$ cat src/rtl/ifu_fetch.sv
// Instruction fetch unit: one outstanding imem request, single-entry instruction
// buffer toward decode, with redirect taking priority over every handshake.
module ifu_fetch #(
   parameter logic [31:0] RESET_PC = 32'h8000_0000
) (
   input  logic        clk,
   input  logic        rst,
   output logic        imem_req_valid,
   input  logic        imem_req_ready,
   output logic [31:0] imem_addr,
   input  logic        imem_resp_valid,
   input  logic [31:0] imem_resp_data,
   output logic        inst_valid,
   input  logic        inst_ready,
   output logic [31:0] inst,
   output logic [31:0] inst_pc,
   input  logic        redirect_valid,
   input  logic [31:0] redirect_pc
);

   typedef enum logic [1:0] {S_REQ, S_WAIT, S_DROP, S_HOLD} state_t;

   state_t      state, state_nx;
   logic [31:0] pc, pc_nx;
   logic [31:0] inst_buf;
   logic        buf_ld;
   logic [31:0] redir_pc;

   assign redir_pc  = redirect_pc & ~32'h3;
   assign imem_addr = pc;
   assign inst      = inst_buf;
   assign inst_pc   = pc;

   always_ff @(posedge clk) begin
      if (rst) begin
         state    <= S_REQ;
         pc       <= RESET_PC;
         inst_buf <= 32'h0000_0013;
      end else begin
         state <= state_nx;
         pc    <= pc_nx;
         if (buf_ld) inst_buf <= imem_resp_data;
      end
   end

   // Redirect masks both valids so no handshake can complete in a redirect cycle.
   always_comb begin
      state_nx       = state;
      pc_nx          = pc;
      buf_ld         = 1'b0;
      imem_req_valid = !rst && (state == S_REQ)  && !redirect_valid;
      inst_valid     = !rst && (state == S_HOLD) && !redirect_valid;
      case (state)
         S_REQ: begin
            if (redirect_valid)      pc_nx    = redir_pc;
            else if (imem_req_ready) state_nx = S_WAIT;
         end
         S_WAIT: begin
            if (redirect_valid) begin
               pc_nx    = redir_pc;
               state_nx = imem_resp_valid ? S_REQ : S_DROP;
            end else if (imem_resp_valid) begin
               buf_ld   = 1'b1;
               state_nx = S_HOLD;
            end
         end
         S_DROP: begin
            // The response still owed by memory belongs to the old path.
            if (redirect_valid)  pc_nx    = redir_pc;
            if (imem_resp_valid) state_nx = S_REQ;
         end
         S_HOLD: begin
            if (redirect_valid) begin
               pc_nx    = redir_pc;
               state_nx = S_REQ;
            end else if (inst_ready) begin
               pc_nx    = pc + 32'd4;
               state_nx = S_REQ;
            end
         end
         default: state_nx = S_REQ;
      endcase
   end

endmodule

$ cat config.mk
export PLATFORM = sky130hd
export DESIGN_NAME = ifu_fetch
export DESIGN_NICKNAME = d
export VERILOG_FILES = /design/src/rtl/ifu_fetch.sv
export SDC_FILE = /design/constraint.sdc
export NUM_CORES = 1
export LEC_CHECK = 0
export BUFFER_PORTS_ARGS = -buffer_cell sky130_fd_sc_hd__buf_2
export CORE_MARGIN = 2
export CORE_UTILIZATION = 49
export DETAILED_ROUTE_END_ITERATION = 8
export GPL_ROUTABILITY_DRIVEN = 0
export PLACE_DENSITY = 0.9
export SYNTH_ARGS = -nofsm -noshare
export SYNTH_HDL_FRONTEND = slang
export SYNTH_SLANG_ARGS = --single-unit
$ cat constraint.sdc
create_clock -name clk -period 2.83 [get_ports clk]
set_input_delay 0.566 -clock clk [delete_from_list [all_inputs] [get_ports clk]]
set_output_delay 0.566 -clock clk [all_outputs]
set_load 0.01 [all_outputs]
## Word level (Yosys, flattened, before mapping)

Cells that the tools add are included.

| word-level totals | value |
|---|---|
| bits in read-only memories | 0 |
| bits in registers | 66 |
| bits in latches | 0 |
| memories kept | 0 |
| memory bits (writable) | 0 |

| cells by class | value |
|---|---|
| $mul | 0 |
| $add $sub $neg | 1 |
| bitwise operators | 0 |
| equal/unequal tests | 9 |
| divide/modulo/power cells | 0 |
| muxes and demuxes | 16 |
| shifts and indexed selects | 0 |
| reductions and logical operators | 10 |
| $lt $le $gt $ge | 0 |

Operators with widths:

| kind | count |
|---|---|
| 2-to-1 mux 32 bit | 3 |
| one-hot mux 32 bit (2 select lines) | 1 |
| adder 32 x 3 -> 32 bit (second input constant) | 1 |
| 2-to-1 mux 2 bit | 8 |
| one-hot mux 2 bit (4 select lines) | 1 |
| inequality test 2 bit (second input constant) | 3 |
| inequality test 3 bit (second input constant) | 2 |
| AND reduction 5 bit | 1 |
| equality test 2 bit (second input constant) | 2 |
| logical AND 1 bit | 4 |
| 2-to-1 mux 1 bit | 3 |
| OR reduction 3 bit | 1 |
| equality test 2 x 1 -> 1 bit (second input constant) | 1 |
| zero test 1 bit | 2 |
| zero test 2 bit | 1 |
| inequality test 2 x 1 -> 1 bit (second input constant) | 1 |
| AND reduction 2 bit | 1 |

## Logic depth before layout (Yosys ltp)

Gate-level depths: netlist of the first run.

| depth | value |
|---|---|
| word-level depth | 4 |
| mapped depth | 7 |
| gate-level depth less buffers | 6 |

## Least setup slack after synthesis of the first run

No wires, ideal clock.

| timing | value |
|---|---|
| path kind | in2out |
| start | input port redirect_valid |
| end | output port imem_req_valid |
| stages | 4 |
| data arrival time | 1491 ps |
| path buffers | 2 |
| slack | 773 ps |
| path through | buf_2 > clkbuf_1 > or2_2 > nor3_1 |

| between the ends | value |
|---|---|
| longest elaborated chain between the ends | 2 |

Ends and longest elaborated chain:

| what | line | source |
|---|---|---|
| start, declared | 17 | `input logic redirect_valid,` |
| zero test 1 bit | 51 | `imem_req_valid = !rst && (state == S_REQ) && !redirect_valid;` |
| logical AND 1 bit | 51 |  |
| end, declared | 8 | `output logic imem_req_valid,` |

Every way passes these cells.

## Final worst setup path of the first run

| timing | value |
|---|---|
| start | register pc[4] (netlist: imem_addr[4]) |
| end | register pc[29] (netlist: imem_addr[29]) |

| between the ends | value |
|---|---|
| longest elaborated chain between the ends | 4 |

Ends and longest elaborated chain:

| what | line | source |
|---|---|---|
| start, declared | 24 | `logic [31:0] pc, pc_nx;` |
| start signal, assigned | 41 | `pc <= pc_nx;` |
| adder 32 x 3 -> 32 bit | 77 | `pc_nx = pc + 32'd4;` |
| 2-to-1 mux 32 bit | 76 | `end else if (inst_ready) begin` |
| 2-to-1 mux 32 bit | 73 | `if (redirect_valid) begin` |
| one-hot mux 32 bit (2 select lines) | 53 | `case (state)` |

Every way passes these cells. The select of a mux whose other input is x is not followed.
A chain may end at the register's enable or synchronous reset.

==> flow_summary.json, run 1 <==
{
  "dr.pass1.iters": 7,
  "period_share_pct": 72.8,
  "cts_sinks": 64,
  "cp.arrival_ns": 2.26,
  "critical_path_class": "reg2reg",
  "outcome": "completed",
  "required_ns": 3.03,
  "cap_violations": 0,
  "grt_max_degree": 65,
  "start_kind": "flop",
  "rsz0062_at_grt": "false",
  "leakage_nw": 1.82,
  "cts_resized": 0,
  "htreeDepth": 3,
  "cts_made_buffers": 9,
  "drt_iter0_markers": 256,
  "path_max_fanout": 8,
  "antenna_cells": 0,
  "cts_root_buf": "clkbuf_8",
  "drive_gt1_share_pct": 35.3,
  "cp_top_family": "simple AND/OR/NAND/NOR gates",
  "yosysSeqAreaShare_pct": 39.2,
  "yosys.area.top_type": "dfxtp_1",
  "avgSynthCellArea_um2": 7.75,
  "synth_cell_type_count": 45,
  "use_met2_pct": 40.6,
  "drc": 0,
  "die_h_um": 85.6,
  "grt_use_met1_pct": 30.8,
  "crit_cells": 5,
  "clkLatencyLatePin_ns": 0.35,
  "hold_viol": 0,
  "post_cts_buffers": 0,
  "start_util_pct": 51.1,
  "drv_slew": 0,
  "slowest_stage": "or3_1",
  "relSlewSlack_pct": 56.8,
  "crit_start": "imem_addr[4]$_SDFFE_PP0P_",
  "ff2ff_path_depth": 5,
  "synth_most_common_cell": "nand2_1",
  "worst_slew_pin_slew_ns": 0.647,
  "dp_hpwl_um": 6510,
  "antenna_found_initial": 0,
  "finClkSkew_ns": 0.0131,
  "synthArstFlopShare_pct": 0,
  "setup_slack_ns": 0.769,
  "synth_edf_count": 0,
  "swShare_pct": 27.4,
  "grt_pass1_wl_um": 14400,
  "die_area_um2": 7330,
  "gr-usage-met3_pct": 3.95,
  "cp_slowest_stage_delay_ns": 0.52,
  "max_freq_ghz": 0.485,
  "rows": 29,
  "clkPwrFrac_pct": 41.7,
  "n_fill_cell": 565,
  "synth.area.top_cells": "dfxtp_1 (39%), nand2_1 (10%), buf_4 (7.8%), a21oi_1 (7.2%), nor2_1 (3.1%)",
  "cp-end-kind": "flop",
  "clkTransAtPathRegs_ns": 0.08,
  "crit_buf_inv": 0,
  "cts_tree": "built",
  "multiInputGateArea_um2": 1620,
  "seqPwrFrac_pct": 46.1,
  "switchingPower_w": 0.000590,
  "cp-endpoint": "imem_addr[29]$_SDFFE_PP0P_",
  "post-place-ws_ns": 0.684,
  "period_minus_slack_ns": 2.06,
  "avgRoutedWirePerCell_um": 14.6,
  "portBuffers": 161,
  "synth_warnings": 0,
  "power_density_nw_per_um2": 524,
  "synthFlopType": "dfxtp_1",
  "netlist_top_cells_count": "nand2_1 (91), dfxtp_1 (64), a21oi_1 (47)",
  "die_w_um": 85.6,
  "rrSetupSlack_ns": 0.77,
  "timing.rr.end": "imem_addr[29]$_SDFFE_PP0P_",
  "boundaryPins": 168,
  "fin_nets": 615,
  "pwr-share-comb_pct": 12.2,
  "gr-max-usage-layer": "met2",
  "ctsHoldBuffers": 0,
  "syn2layout_area_growth_pct": 25.7,
  "power.internal_w": 0.00156,
  "synth_top_cell_area_share_pct": 39.2,
  "design.core.area_um2": 6390,
  "first_global_vias": 3095,
  "grt_remaining_overflow": 0,
  "vias_per_cell": 5.51,
  "clock_path_buffers": 2,
  "finalSetupViolCount": 0,
  "timing.rr.start": "imem_addr[4]$_SDFFE_PP0P_",
  "ys_seq_elements": 64,
  "hold_path.class": "in2reg",
  "drtAntennaViolNets": 0,
  "grt_use_total_pct": 24.3,
  "syn_inst": 421,
  "register_area_um2": 1280,
  "synth_area_um2": 3260,
  "vdd_ir_drop_max_mv": 0.316,
  "routed-via-count": 3447,
  "finalSetupTns_ns": 0,
  "crit_chain": "nand4_1 > or3_1 > nor4_1 > xnor2_1 > o22ai_1",
  "wl_um": 9150
}
## how the worst min path moves through the flow
stage          depth (start not counted)  slack (ns)                          to                   from
3_5_place_dp                           2        0.44       inst[12]$_SDFFE_PP0P_  inst[12]$_SDFFE_PP0P_
5_1_grt                                3        0.44       inst[26]$_SDFFE_PP0P_     imem_resp_data[26]
6_report                               3        0.43  imem_addr[31]$_SDFFE_PP1P_        redirect_pc[31]
4_1_cts                                3        0.42        inst[0]$_SDFFE_PP1P_      imem_resp_data[0]
2_1_floorplan                          2        0.48       inst[10]$_SDFFE_PP0P_  inst[10]$_SDFFE_PP0P_
3_3_place_gp                           2        0.44       inst[18]$_SDFFE_PP0P_  inst[18]$_SDFFE_PP0P_
## power groups by stage
| stage | sequential, W | clock, W | combinational [W] |
|---|---|---|---|
| 6_report | 0.000992 | 0.000898 | 0.000262 |
| 5_1_grt | 0.000998 | 0.000959 | 0.000288 |
| 4_1_cts | 0.000990 | 0.000910 | 0.000263 |
| 3_5_place_dp | 0.00101 | 0 | 0.000261 |
| 3_3_place_gp | 0.00101 | 0 | 0.000254 |
| 2_1_floorplan | 0.00102 | 0 | 0.000158 |
## worst min-delay path, stage by stage
cell     delay (ns)
buf_2          0.07
a21oi_1        0.05
o21ai_0        0.06
## logic make-up (layout without fill, tap and decap cells)
logic type	count (synthesis)	after routing	synth area share, %
AO/OA/AOI/OAI	84	84	15.8
buffers and inverters	65	190	11.5
adder cells (fa/ha/maj)	1	1	0.383
XOR/XNOR	17	17	4.56
AND/OR/NAND/NOR	187	187	27.7
other	1	4	0.115
multiplexers	2	2	0.613
flip-flops	64	64	39.2
## cells in the final DEF (no fill, tap or decap), drive strengths merged, types with 2 or more instances in the layout
master	count
nand3b	3
buf	167
nor3	11
inv	8
o22ai	3
clkbuf	9
or4	2
nand2b	2
xnor2	11
mux2i	2
a2111oi	5
o21ai	5
a311oi	4
or2	3
bufinv	2
nand4	9
or3	3
clkinv	3
a21oi	47
and4	3
o21bai	5
nor2	27
nand2	91
and3	5
xor2	6
dfxtp	64
nand3	12
nor4	14
a211oi	10
conb	4
## area by class of cell
| type | count | area share (%) |
|---|---|---|
| clock buffer | 9 | 3.02 |
| tap | 77 | 2.35 |
| multi-input combinational | 295 | 39.5 |
| clock inverter | 7 | 2.50 |
| inverter | 7 | 0.640 |
| sequential | 64 | 31.2 |
| timing repair buffer | 167 | 20.7 |
## registers in the layout, indices dropped and copies added, names as in the netlist
signal	flops
inst	32
imem_addr	30
state	2
## per-stage QoR
| stage | total power [W] | utilization (%) | cell area, um2 | cells | hold slack [ns] |
|---|---|---|---|---|---|
| after CTS | 0.00216 | 64.3 | 4100 | 626 | 0.425 |
| final | 0.00215 | 64.3 | 4100 | 626 | 0.432 |
| after global routing | 0.00224 | 64.3 | 4100 | 626 | 0.443 |
| after global placement | 0.00126 | 60.7 | 3880 | 610 | 0.439 |
| after floorplan | 0.00117 | - | 3280 | 424 | 0.481 |
| after detailed placement | 0.00127 | 60.7 | 3880 | 610 | 0.443 |
## routing by layer
layer  wire length [um]  up-vias
li1                   -     1674
met1               3720     1570
met2               4470      180
met3                724       23
met4                246        0
met5                  0        -
No activity file was read; power rests on OpenSTA's default activity.
==> run 2, diff against run 1 <==
--- a/config.mk
+++ b/config.mk
@@ -7,10 +7,10 @@
 export LEC_CHECK = 0
 export BUFFER_PORTS_ARGS = -buffer_cell sky130_fd_sc_hd__buf_2
 export CORE_MARGIN = 2
-export CORE_UTILIZATION = 49
+export CORE_UTILIZATION = 41
 export DETAILED_ROUTE_END_ITERATION = 8
 export GPL_ROUTABILITY_DRIVEN = 0
-export PLACE_DENSITY = 0.9
+export PLACE_DENSITY = 0.8
 export SYNTH_ARGS = -nofsm -noshare
 export SYNTH_HDL_FRONTEND = slang
 export SYNTH_SLANG_ARGS = --single-unit
==> constraint.sdc (replaced) <==
create_clock -name clk -period 1.8 [get_ports clk]
set_input_delay 0.36 -clock clk [delete_from_list [all_inputs] [get_ports clk]]
set_output_delay 0.36 -clock clk [all_outputs]
set_load 0.01 [all_outputs]
==> run 2 against run 1 <==
Clock power up 22%. Critical path depth unchanged. Global-route usage down 2.6 points. Register-to-register slack worse by 0.74 ns. Setup slack worse by 0.74 ns. Flip-flop and latch count unchanged. Total power up 46%. Combinational power up 94%. Count of clock-buffer cells in the layout up 1.
==> flow_summary.json, run 2 (synthesis gave the netlist of run 1 again) <==
{
  "die_h_um": 93.2,
  "drc": 0,
  "max_freq_ghz": 0.565,
  "antenna_cells": 0,
  "drive_gt1_share_pct": 42.5,
  "grt_pass1_wl_um": 15100,
  "final_common_cell": "buf_2",
  "drtAntennaViolNets": 0,
  "rsz0062_at_grt": "true",
  "swShare_pct": 28.5,
  "path_max_fanout": 5,
  "timing.rr.end": "imem_addr[25]$_SDFFE_PP0P_",
  "hold_ws_ns": 0.236,
  "setup_slack_ns": 0.0306,
  "power.internal_w": 0.00224,
  "cts_made_buffers": 9,
  "design.core.area_um2": 7730,
  "clock_path_buffers": 2,
  "cts_root_buf": "clkbuf_8",
  "first_global_vias": 3282,
  "switchingPower_w": 0.000895,
  "post_cts_buffers": 0,
  "seqPwrFrac_pct": 48.8,
  "finClkSkew_ns": 0.0136,
  "leakage_nw": 2.02,
  "rrSetupSlack_ns": 0.03,
  "clkPwrFrac_pct": 34.9,
  "grt_max_degree": 65,
  "start_kind": "flop",
  "grt_use_total_pct": 21.7,
  "cp_slowest_stage_delay_ns": 0.57,
  "routed-via-count": 3564,
  "clkTransAtPathRegs_ns": 0.08,
  "timing.rr.start": "imem_addr[11]$_SDFFE_PP0P_",
  "fin_nets": 649,
  "dp_hpwl_um": 7130,
  "htreeDepth": 3,
  "critical_path_class": "reg2reg",
  "period_share_pct": 98.3,
  "syn2layout_area_growth_pct": 36.6,
  "ctsHoldBuffers": 0,
  "crit_chain": "nand4_4 > or4_4 > nor4_2 > xnor2_1 > a211oi_2",
  "power_density_nw_per_um2": 703,
  "antenna_found_initial": 0,
  "drv_slew": 0,
  "period_minus_slack_ns": 1.77,
  "grt_remaining_overflow": 0,
  "cp.arrival_ns": 2.02,
  "pwr-share-comb_pct": 16.2,
  "avgRoutedWirePerCell_um": 14.2,
  "finalSetupViolCount": 0,
  "required_ns": 2.05,
  "ff2ff_path_depth": 5,
  "largest_reg_flops": 32,
  "start_util_pct": 42.2,
  "die_area_um2": 8690,
  "cap_violations": 0,
  "hold_viol": 0,
  "wl_um": 9700,
  "portBuffers": 161,
  "crit_start": "imem_addr[11]$_SDFFE_PP0P_",
  "dr.pass1.iters": 4,
  "outcome": "completed",
  "vias_per_cell": 5.20,
  "cts_tree": "built",
  "cts_sinks": 64,
  "clkLatencyLatePin_ns": 0.33,
  "rows": 32,
  "die_w_um": 93.2,
  "slowest_stage": "or4_4",
  "cp-end-kind": "flop",
  "boundaryPins": 168,
  "post-place-ws_ns": -0.00266,
  "cp-endpoint": "imem_addr[25]$_SDFFE_PP0P_",
  "final_cell_mix": "buf_2 (161), nand2_1 (91), dfxtp_1 (54), a21oi_1 (47), buf_4 (37)",
  "hold_path.class": "in2reg",
  "drt_iter0_markers": 171,
  "vdd_ir_drop_max_mv": 0.427
}
[run 2: changes by cell type in the layout (fill, tap and decap cells not counted), sizes merged]
cell      before  now
clkinvlp       1    2
clkbuf         9   10
bufinv         2    0
buf          167  201
inv            8    6
clkinv         3    5
[run 2: worst min path at each step]
stage,start,cells after the start,endpoint,slack (ns)
after global placement,inst[19]$_SDFFE_PP0P_,2,inst[19]$_SDFFE_PP0P_,0.44
after CTS,redirect_pc[31],3,imem_addr[31]$_SDFFE_PP1P_,0.23
after global routing,redirect_pc[31],3,imem_addr[31]$_SDFFE_PP1P_,0.24
after detailed placement,inst[31]$_SDFFE_PP0P_,2,inst[31]$_SDFFE_PP0P_,0.44
after floorplan,inst[10]$_SDFFE_PP0P_,2,inst[10]$_SDFFE_PP0P_,0.48
final,redirect_pc[31],3,imem_addr[31]$_SDFFE_PP1P_,0.24
[run 2: repair_timing]
item | CTS | global route
pin swaps | 0 | 1
resized for setup | 2 | 17
endpoints found under the setup margin | 4 | 16
[run 2: critical path, delay by kind of cell, from the launching register on]
family,cells,cell delay (ns)
XOR/XNOR,1,0.12
flip-flops,1,0.35
AND/OR/NAND/NOR,3,1.01
AO/OA/AOI/OAI,1,0.22
[run 2: final cells by class]
class,instances,area [um2]
fillers,703,3270
multi-input cells,295,1690
flip-flops and latches,64,1290
repair buffers,201,1140
clock buffers,10,138
well taps,102,128
clock inverters,6,35.0
inverters,7,26.3
[run 2: stage by stage]
stage | utilization, % | cells | power (W) | instance area, um2 | TNS, ns
5_1_grt | 57.7 | 685 | 0.00328 | 4460 | -0.145
2_1_floorplan | - | 424 | 0.00185 | 3280 | 0
6_report | 57.7 | 685 | 0.00314 | 4460 | 0
4_1_cts | 56.8 | 685 | 0.00315 | 4390 | -0.0160
3_3_place_gp | 54.4 | 669 | 0.00205 | 4210 | 0
3_5_place_dp | 54.4 | 669 | 0.00206 | 4210 | -0.00266
[run 2: power groups by stage]
stage	Clock, W	Combinational (W)	Sequential, W
after floorplan	0	0.000248	0.00160
after global placement	0	0.000493	0.00156
after detailed placement	0	0.000504	0.00156
after CTS	0.00112	0.000506	0.00153
after global routing	0.00118	0.000556	0.00154
final	0.00110	0.000509	0.00153
[run 2: layer usage]
layer  GRT usage, %  wire [um]  share of wire [%]
met4           10.4        225                2.3
met5              0          0                  0
met1           27.1       3940                 41
met3           4.11        741                7.6
met2           35.9       4790                 49
